===== src/rtl/seg_display_mux_pkg.sv =====
// Shared types and constants for the four-digit seven-segment scanner.
// Glyph table, scan-state enum and the leading-zero blanking helper.
package seg_pkg;

  typedef enum logic {
    GUARD = 1'b0,
    SHOW  = 1'b1
  } scan_state_t;

  localparam logic [6:0] SEG_OFF = 7'h7F;
  localparam logic [3:0] AN_OFF  = 4'hF;

  localparam logic [6:0] GLYPH [16] = '{
    7'h40, 7'h79, 7'h24, 7'h30,
    7'h19, 7'h12, 7'h02, 7'h78,
    7'h00, 7'h10, 7'h08, 7'h03,
    7'h46, 7'h21, 7'h06, 7'h0E
  };

  // Digit i blanks while it and all higher digits are 0 with no dp lit.
  function automatic logic [3:0] lz_blank(
    input logic [15:0] d,
    input logic [3:0]  dp
  );
    logic       run;
    logic [3:0] m;
    run = 1'b1;
    m   = '0;
    for (int i = 3; i >= 0; i--) begin
      run  = run & (d[i*4 +: 4] == 4'd0) & ~dp[i];
      m[i] = run;
    end
    return m & 4'b1110;
  endfunction

endpackage


===== src/rtl/seg_display_mux_if.sv =====
// Digit/mask load bus and display pin bundle for seg_display_mux.
interface seg_display_mux_if;
  logic        load;
  logic [15:0] digits;
  logic [3:0]  dp_mask;
  logic [3:0]  blank_mask;
  logic [7:0]  Seg;
  logic        decimal;
  logic [3:0]  an;

  modport master (
    output load, digits, dp_mask, blank_mask,
    input  Seg, decimal, an
  );

  modport slave (
    input  load, digits, dp_mask, blank_mask,
    output Seg, decimal, an
  );
endinterface


===== src/rtl/seg7_decode.sv =====
// Combinational 4-bit code to active-low gfedcba hex glyph.
module seg7_decode
  import seg_pkg::*;
(
  input  logic [3:0] i_code,
  output logic [6:0] o_glyph
);
  assign o_glyph = GLYPH[i_code];
endmodule


===== src/rtl/seg_display_mux.sv =====
// Four-digit time-multiplexed 7-seg driver with anti-ghost guard slots.
// Optional SEG_LEADING_ZERO_BLANK_EN auto-blanks leading zero digits.
module seg_display_mux
  import seg_pkg::*;
#(
  parameter int CLK_HZ     = 100_000_000,
  parameter int REFRESH_HZ = 250,
  parameter int GUARD_CYC  = 64
) (
  input  logic               clk,
  input  logic               reset,
  seg_display_mux_if.slave   bus
);
  localparam int SLOT = CLK_HZ / (4 * REFRESH_HZ);
  localparam int CW   = $clog2(SLOT);
  localparam logic [CW-1:0] LAST = CW'(SLOT - 1);
  localparam logic [CW-1:0] GEND = CW'(GUARD_CYC - 1);

  scan_state_t   r_state, w_state_nxt;
  logic [1:0]    r_idx, w_idx_nxt;
  logic [CW-1:0] r_cnt, w_cnt_nxt;
  logic [15:0]   r_digits;
  logic [3:0]    r_dp, r_blank;
  logic [6:0]    r_seg, w_seg_nxt;
  logic          r_dec, w_dec_nxt;
  logic [3:0]    r_an, w_an_nxt;
  logic [3:0]    w_auto, w_blank;
  logic [3:0]    w_code;
  logic [6:0]    w_glyph;

`ifdef SEG_LEADING_ZERO_BLANK_EN
  assign w_auto = lz_blank(r_digits, r_dp);
`else
  assign w_auto = 4'b0000;
`endif

  assign w_blank = r_blank | w_auto;
  assign w_code  = r_digits[{w_idx_nxt, 2'b00} +: 4];

  seg7_decode u_dec (
    .i_code  (w_code),
    .o_glyph (w_glyph)
  );

  always_comb begin
    w_state_nxt = r_state;
    w_idx_nxt   = r_idx;
    w_cnt_nxt   = (r_cnt == LAST) ? '0 : r_cnt + 1'b1;
    w_seg_nxt   = SEG_OFF;
    w_dec_nxt   = 1'b1;
    w_an_nxt    = AN_OFF;
    unique case (r_state)
      GUARD: if (r_cnt == GEND) w_state_nxt = SHOW;
      SHOW: begin
        if (r_cnt == LAST) begin
          w_state_nxt = GUARD;
          w_idx_nxt   = r_idx + 2'd1;
        end
      end
      default: w_state_nxt = GUARD;
    endcase
    // Outputs are registered from the state being entered.
    if (w_state_nxt == SHOW) begin
      w_an_nxt = ~(4'b0001 << w_idx_nxt);
      if (!w_blank[w_idx_nxt]) begin
        w_seg_nxt = w_glyph;
        w_dec_nxt = ~r_dp[w_idx_nxt];
      end
    end
  end

  always_ff @(posedge clk or negedge reset) begin
    if (!reset) begin
      r_state  <= GUARD;
      r_idx    <= '0;
      r_cnt    <= '0;
      r_digits <= '0;
      r_dp     <= '0;
      r_blank  <= '0;
      r_seg    <= SEG_OFF;
      r_dec    <= 1'b1;
      r_an     <= AN_OFF;
    end else begin
      r_state <= w_state_nxt;
      r_idx   <= w_idx_nxt;
      r_cnt   <= w_cnt_nxt;
      r_seg   <= w_seg_nxt;
      r_dec   <= w_dec_nxt;
      r_an    <= w_an_nxt;
      if (bus.load) begin
        r_digits <= bus.digits;
        r_dp     <= bus.dp_mask;
        r_blank  <= bus.blank_mask;
      end
    end
  end

  assign bus.Seg     = {1'b1, r_seg};
  assign bus.decimal = r_dec;
  assign bus.an      = r_an;

endmodule


===== src/flat_wrapper.sv =====
// flat-port wrapper written by rule: the top's interface ports become plain ports
module seg_display_mux_flat import seg_pkg::*;
#(
  parameter int CLK_HZ     = 100_000_000,
  parameter int REFRESH_HZ = 250,
  parameter int GUARD_CYC  = 64
)
  (clk, reset, bus_load, bus_digits, bus_dp_mask, bus_blank_mask, bus_Seg, bus_decimal, bus_an);
  seg_display_mux_if bus_i ();
  input  logic clk;
  input  logic reset;
  input wire logic [$bits(bus_i.load)-1:0] bus_load;
  input wire logic [$bits(bus_i.digits)-1:0] bus_digits;
  input wire logic [$bits(bus_i.dp_mask)-1:0] bus_dp_mask;
  input wire logic [$bits(bus_i.blank_mask)-1:0] bus_blank_mask;
  output wire logic [$bits(bus_i.Seg)-1:0] bus_Seg;
  output wire logic [$bits(bus_i.decimal)-1:0] bus_decimal;
  output wire logic [$bits(bus_i.an)-1:0] bus_an;
  assign bus_i.load = bus_load;
  assign bus_i.digits = bus_digits;
  assign bus_i.dp_mask = bus_dp_mask;
  assign bus_i.blank_mask = bus_blank_mask;
  assign bus_Seg = bus_i.Seg;
  assign bus_decimal = bus_i.decimal;
  assign bus_an = bus_i.an;
  seg_display_mux #(.CLK_HZ(CLK_HZ), .REFRESH_HZ(REFRESH_HZ), .GUARD_CYC(GUARD_CYC)) u_core (.clk(clk), .reset(reset), .bus(bus_i));
endmodule

===== config.mk =====
export PLATFORM = sky130hd
export DESIGN_NAME = seg_display_mux_flat
export DESIGN_NICKNAME = d
export VERILOG_FILES = /design/src/rtl/seg_display_mux_pkg.sv /design/src/rtl/seg_display_mux_if.sv /design/src/rtl/seg7_decode.sv /design/src/rtl/seg_display_mux.sv /design/src/flat_wrapper.sv
export SDC_FILE = /design/constraint.sdc
export NUM_CORES = 1
export LEC_CHECK = 0
export BUFFER_PORTS_ARGS = -buffer_cell sky130_fd_sc_hd__buf_2
export CAP_MARGIN = 20
export CORE_MARGIN = 10
export CORE_UTILIZATION = 30
export CTS_BUF_LIST = sky130_fd_sc_hd__clkbuf_4
export DETAILED_ROUTE_END_ITERATION = 16
export GPL_TIMING_DRIVEN = 0
export HOLD_SLACK_MARGIN = 0.08
export PLACE_DENSITY = 0.57
export SLEW_MARGIN = 0
export SYNTH_ARGS = -nofsm -noshare
export SYNTH_HDL_FRONTEND = slang
export SYNTH_SLANG_ARGS = --single-unit

===== constraint.sdc =====
create_clock -name clk -period 8.5 [get_ports clk]
set_input_delay 0.425 -clock clk [delete_from_list [all_inputs] [get_ports clk]]
set_output_delay 0.425 -clock clk [all_outputs]
set_load 0.005 [all_outputs]

Word level (Yosys, flattened, before mapping)
Memories as Yosys holds them, arrays and structs flattened.
Index checks and enable logic that the tools add are counted.

word-level totals
  bits in registers = 56
  bits in latches = 0
  RAM bits = 0
  memory bits (read-only) = 112
  input bits = 27
  output and inout bits = 13
  logic and storage cells = 39
  memories = 1

operators by class
  add/subtract/negate cells = 2
  multiply operators = 0
  div/mod/pow operators = 0
  magnitude comparators = 2
  equal/unequal tests = 2
  shift-type cells = 2
  mux-type cells = 17
  bitwise gates (word level) = 4
  reductions and logical operators = 0

memory list
  name             words  width  rd ports  clocked after Yosys merged registers in  write ports  line              RTL
  (no name shown)  16     7      1         0                                        0            seg7_decode.sv:8  assign o_glyph = GLYPH[i_code];

operator list
  operator                                                                      count
  7-bit two-way mux                                                             4
  17-bit by 1-bit adder with 17-bit output, second input constant               1
  17-bit == test, second input constant                                         1
  17-bit by 6-bit == test with 1-bit output, second input constant              1
  17-bit two-way mux                                                            1
  16-bit by 5-bit indexed part select with 4-bit output                         1
  1-bit two-way mux                                                             6
  5-bit greater-or-equal comparator, second input constant                      1
  4-bit NOT with 5-bit output                                                   1
  1-bit binary-select mux with 2-bit select                                     2
  2-bit two-way mux                                                             2
  4-bit two-way mux                                                             1
  4-bit NOT                                                                     1
  1-bit by 2-bit left shift with 4-bit output, first input constant             1
  2-bit by 3-bit less-than comparator with 1-bit output, second input constant  1
  2-bit by 1-bit adder with 2-bit output, second input constant                 1
  1-bit NOT                                                                     2
  1-bit one-hot mux with 2 select lines                                         1

Depth between registers and ports, before layout
  word-level depth = 10
  gate-level depth with buffers = 12
  depth with buffers taken out = 11

Hierarchy
Synthesis repeated with hierarchy kept, for this count alone.

unflattened totals
  cell total of the unflattened synthesis = 260
  area total of the unflattened synthesis = 2921.6 µm²

by module, submodules not included
  module           times used  cells each  area an instance (µm²)  sequential area each (µm²)
  seg_display_mux  1           225         2673.8                  1416.4
  seg7_decode      1           35          247.7                   0.0

Worst setup path after synthesis
No wires, ideal clock.

  path type = register to register
  from = reg u_core.r_cnt[6]
  to = reg u_core.r_seg[3]
  data arrival time = 3170 ps
  path slack = 5244 ps
  cell stages (with the launch flop) = 12
  path buffers = 1
  cell sequence = dfrtp_1 -> or4_4 -> or4_4 -> buf_6 -> o21ai_1 -> o21ai_1 -> a2111oi_4 -> inv_2 -> ha_1 -> or3_1 -> a211oi_1 -> a31oi_1

on the way
  cells in the longest elaborated chain, start to end = 10

RTL lines
  item                                                   line                   RTL
  start, declared                                        seg_display_mux.sv:21  logic [CW-1:0] r_cnt, w_cnt_nxt;
  start signal, assigned                                 seg_display_mux.sv:86  r_cnt <= w_cnt_nxt;
  17-bit == test                                         seg_display_mux.sv:55  if (r_cnt == LAST) begin
  2-bit two-way mux                                      seg_display_mux.sv:55
  2-bit two-way mux                                      seg_display_mux.sv:52  unique case (r_state)
  16-bit by 5-bit indexed part select with 4-bit output  seg_display_mux.sv:38  assign w_code = r_digits[{w_idx_nxt, 2'b00} +: 4];
  4-bit NOT with 5-bit output (implied by the code)      seg7_decode.sv:8
  memory 16 x 7 bit                                      n/a
  7-bit two-way mux (implied by the code) (2 in series)  seg7_decode.sv:8
  7-bit two-way mux                                      seg_display_mux.sv:65  if (!w_blank[w_idx_nxt]) begin
  7-bit two-way mux *                                    seg_display_mux.sv:63  if (w_state_nxt == SHOW) begin
  net u_core.w_seg_nxt[3]                                seg_display_mux.sv:24  logic [6:0] r_seg, w_seg_nxt;
  end signal, assigned                                   seg_display_mux.sv:87  r_seg <= w_seg_nxt;
  end, declared                                          seg_display_mux.sv:24

The timed path passes the listed nets; every way through them passes the cells marked *. The select of a mux whose other input is x is not followed.
A chain may end at the register's enable or synchronous reset.

Final worst setup path
  from = reg u_core.r_cnt[0]
  to = reg u_core.r_seg[3]

Same word-level chain as after synthesis.

==> flow_summary.json <==
{
  "status": "finished, final reports clean",
  "first_iter_violations": 97,
  "finalWeightedCongestion": 0.839,
  "hold_viol_final": 0,
  "async_flop_share_pct": 100,
  "dr.pass1.iters": 5,
  "path_buf_inv": 2,
  "postSynthCellCount": 281,
  "place_worst_setup_slack_ns": 4.82,
  "critical_path.max_stage_delay_ns": 0.65,
  "sw_frac_of_total_pct": 26.5,
  "p_total_uw": 462,
  "seq_area_um2": 1420,
  "track_usage_pct": 9.54,
  "hold_depth": 2,
  "worstMarginPinSlew_ns": 0.690,
  "path_clk_slew_ns": 0.17,
  "power_switching_uw": 122,
  "worstPathArrival_ns": 4.03,
  "hold_path_end": "u_core.r_digits[3]$_DFFE_PN0P_",
  "reg2reg_slack_ns": 4.78,
  "stdcell_count": 462,
  "clock_skew_ns": 0.0139,
  "clock_sinks": 56,
  "setup_slack_ns": 4.78,
  "dpl.hpwl_um": 5140,
  "via_per_inst": 4.96,
  "multiInputGateArea_um2": 1480,
  "fin_nets": 361,
  "totalWireLength_um": 6810,
  "fmax_mhz": 269,
  "p_leak_uw": 0.00141,
  "path_delay_family": "simple AND/OR/NAND/NOR gates",
  "core_area_um2": 9770,
  "crit_path_max_fanout": 10,
  "cp_slowest_cell": "or4_4",
  "r2r-end": "u_core.r_seg[3]$_DFF_PN1_",
  "drv_cap": 0,
  "cts-root-buf": "clkbuf_4",
  "powerDensity_nw_per_um2": 134,
  "cts_tree": "done",
  "whs_ns": 0.249,
  "ctsHtreeMaxLevel": 2,
  "yosys_warnings": 0,
  "worst_skew_pair.late_latency_ns": 0.39,
  "period_minus_slack_ns": 3.72,
  "layout-drive-gt1-share_pct": 30.2,
  "ios": 40,
  "synth_area_um2": 3010,
  "crit_required_ns": 8.82,
  "crit_chain": "ha_1, nand4_1, or4_4, buf_6, o21ai_1, o21ai_1, a2111oi_4, inv_2, ha_1, or3_1, a211oi_1, a31oi_1",
  "final_common_cell": "dfrtp_1",
  "synthDistinctLibCells": 57,
  "dieArea_um2": 14500,
  "pwr-share-comb_pct": 13.2,
  "ys_seq_elements": 56,
  "grt_max_degree": 35,
  "ctsResizeCount": 0,
  "areaGrowthSynthToFinish_pct": 14.5,
  "grt_pass1_vias": 2246,
  "final.fill_count": 999,
  "end_kind": "flip-flop",
  "synthFlopType": "dfrtp_1",
  "start_util_pct": 30.8,
  "startpoint_type": "flip-flop",
  "vias": 2290,
  "layout_common_cells": "dfrtp_1, buf_2, nor2_1",
  "antenna_found_initial": 1,
  "fin_tns_setup_ns": 0,
  "grt-ovfl-total": 0,
  "slew_viol_final": 0,
  "rr_worst_depth": 12,
  "drcViolationCount": 0,
  "clockBufferDepth": 2,
  "fin_crit_sh_pct": 43.7,
  "relSlewSlack_pct": 53.6,
  "setup_viol": 0,
  "rsz0062_at_grt": "no",
  "hp-start": "bus_digits[3]",
  "synth_edf_count": 0,
  "die_w_um": 120,
  "ant_nets": 0,
  "wire_per_inst_um": 14.7,
  "p_seq_share_pct": 61.9,
  "hp-class": "in -> reg",
  "cts_hold_buf": 1,
  "dieHeight_um": 120,
  "clkPwrFrac_pct": 24.9,
  "internal_power_uw": 340,
  "syn_area_per_cell_um2": 10.7,
  "row_count": 36,
  "path_class": "reg -> reg",
  "dp.cells": 452,
  "synth_nets": 315,
  "timing.rr.start": "u_core.r_cnt[0]$_DFF_PN0_",
  "irDropWorstVdd_v": 0.0000655,
  "post_cts_buffers": 0,
  "grt_pass1_wl_um": 11500,
  "io_buffer_count": 37,
  "cts_inserted_buffers": 5,
  "seq_area_frac_synth_pct": 47.0
}
==> state kept, by name, summed over array words and instances, names as in the netlist <==
name                count
u_core.r_blank          4
u_core.r_dp             4
u_core.r_state          1
u_core.r_digits        16
u_core.r_seg            7
u_core.r_cnt           17
u_core.bus.an           4
u_core.r_idx            2
u_core.bus.decimal      1
==> cell usage after synthesis (2+ instances only) <==
library cell	instances	area (um2)
nor2_1	29	109
o41ai_2	2	32.5
nand2_1	15	56.3
xnor2_1	10	87.6
ha_1	7	87.6
inv_1	8	30.0
o21ai_0	10	50.1
dfrtp_1	44	1100
xor2_1	6	52.6
buf_1	2	7.51
a21oi_1	5	25.0
nand3b_1	2	15.0
a2bb2oi_1	2	17.5
buf_6	2	22.5
nand4_1	4	25.0
o221ai_1	4	35.0
mux2i_1	8	80.1
or4_4	2	22.5
nor2b_1	2	12.5
or2_1	2	12.5
dfstp_2	12	315
nor3_1	3	15.0
a22oi_1	2	15.0
a31oi_1	5	31.3
clkbuf_1	10	37.5
and3_1	3	18.8
o31ai_1	6	45.0
a211oi_1	2	15.0
mux2_2	27	304
o21ai_1	4	20.0
and2_1	2	12.5
buf_4	2	15.0
nand3_1	12	60.1
or3_1	2	12.5
==> worst reg2reg max path, delay by kind of cell, from the launching register on <==
family,cells,cell delay [ns]
buf+inv,2,0.30
flops,1,0.42
simple gates,3,1.33
compound gates,5,1.12
fa+ha+maj,2,0.46
==> area by class of cell <==
| cell class | count | share of cell area (%) |
|---|---|---|
| multi-input cells | 199 | 42.8 |
| clock buffers | 5 | 1.09 |
| inverters | 9 | 0.980 |
| well taps | 133 | 4.83 |
| flip-flops and latches | 56 | 41.1 |
| diodes | 1 | 0.0726 |
| plain buffers | 17 | 2.54 |
| repair buffers | 39 | 6.24 |
| clock inverters | 3 | 0.399 |
==> metal layers <==
layer  vias to the layer above  track usage [%]  share of wire (%)
met5                         -                0                  0
met4                         0             4.00               0.48
met1                      1125             13.6                 50
met2                        58             13.8                 44
li1                       1102                -                  -
met3                         5             1.72                5.2
==> power by group through the flow <==
stage	Clock, uW	Combinational, uW	Sequential, uW
detailed placement	0	60.9	291
CTS	122	61.5	286
finish	115	60.8	286
floorplan	0	41.4	288
global route	134	68.8	288
global placement	0	58.3	291
==> through the flow <==
step / cell area, um2 / util [%]
after floorplan: 3010 / -
after global placement: 3360 / 34.4
after detailed placement: 3380 / 34.6
after CTS: 3450 / 35.3
after global routing: 3450 / 35.3
final: 3450 / 35.3
==> logic make-up (layout without fill, tap and decap cells) <==
logic type,after synthesis,count (layout),synth area share [%]
other,1,2,0.124
muxes,35,35,12.7
buffers and inverters,26,73,4.03
DFF,56,56,47.0
and+or+nand+nor,87,87,15.2
adders and majority gates,7,7,2.91
xor gates and xnor gates,16,16,4.65
AOI/OAI and AO/OA,53,53,13.4
==> how the worst max path moves through the flow <==
| stage | from | to | slack (ns) | cells after the start |
|---|---|---|---|---|
| floorplan | u_core.r_cnt[6]$_DFF_PN0_ | u_core.r_seg[3]$_DFF_PN1_ | 5.24 | 11 |
| global placement | u_core.r_cnt[0]$_DFF_PN0_ | u_core.r_seg[3]$_DFF_PN1_ | 4.88 | 12 |
| detailed placement | u_core.r_cnt[0]$_DFF_PN0_ | u_core.r_seg[3]$_DFF_PN1_ | 4.82 | 12 |
| CTS | u_core.r_cnt[0]$_DFF_PN0_ | u_core.r_seg[3]$_DFF_PN1_ | 4.79 | 12 |
| global route | u_core.r_cnt[0]$_DFF_PN0_ | u_core.r_seg[3]$_DFF_PN1_ | 4.52 | 12 |
| finish | u_core.r_cnt[0]$_DFF_PN0_ | u_core.r_seg[3]$_DFF_PN1_ | 4.78 | 12 |
Note: power is estimated with default switching activity, not from simulation.
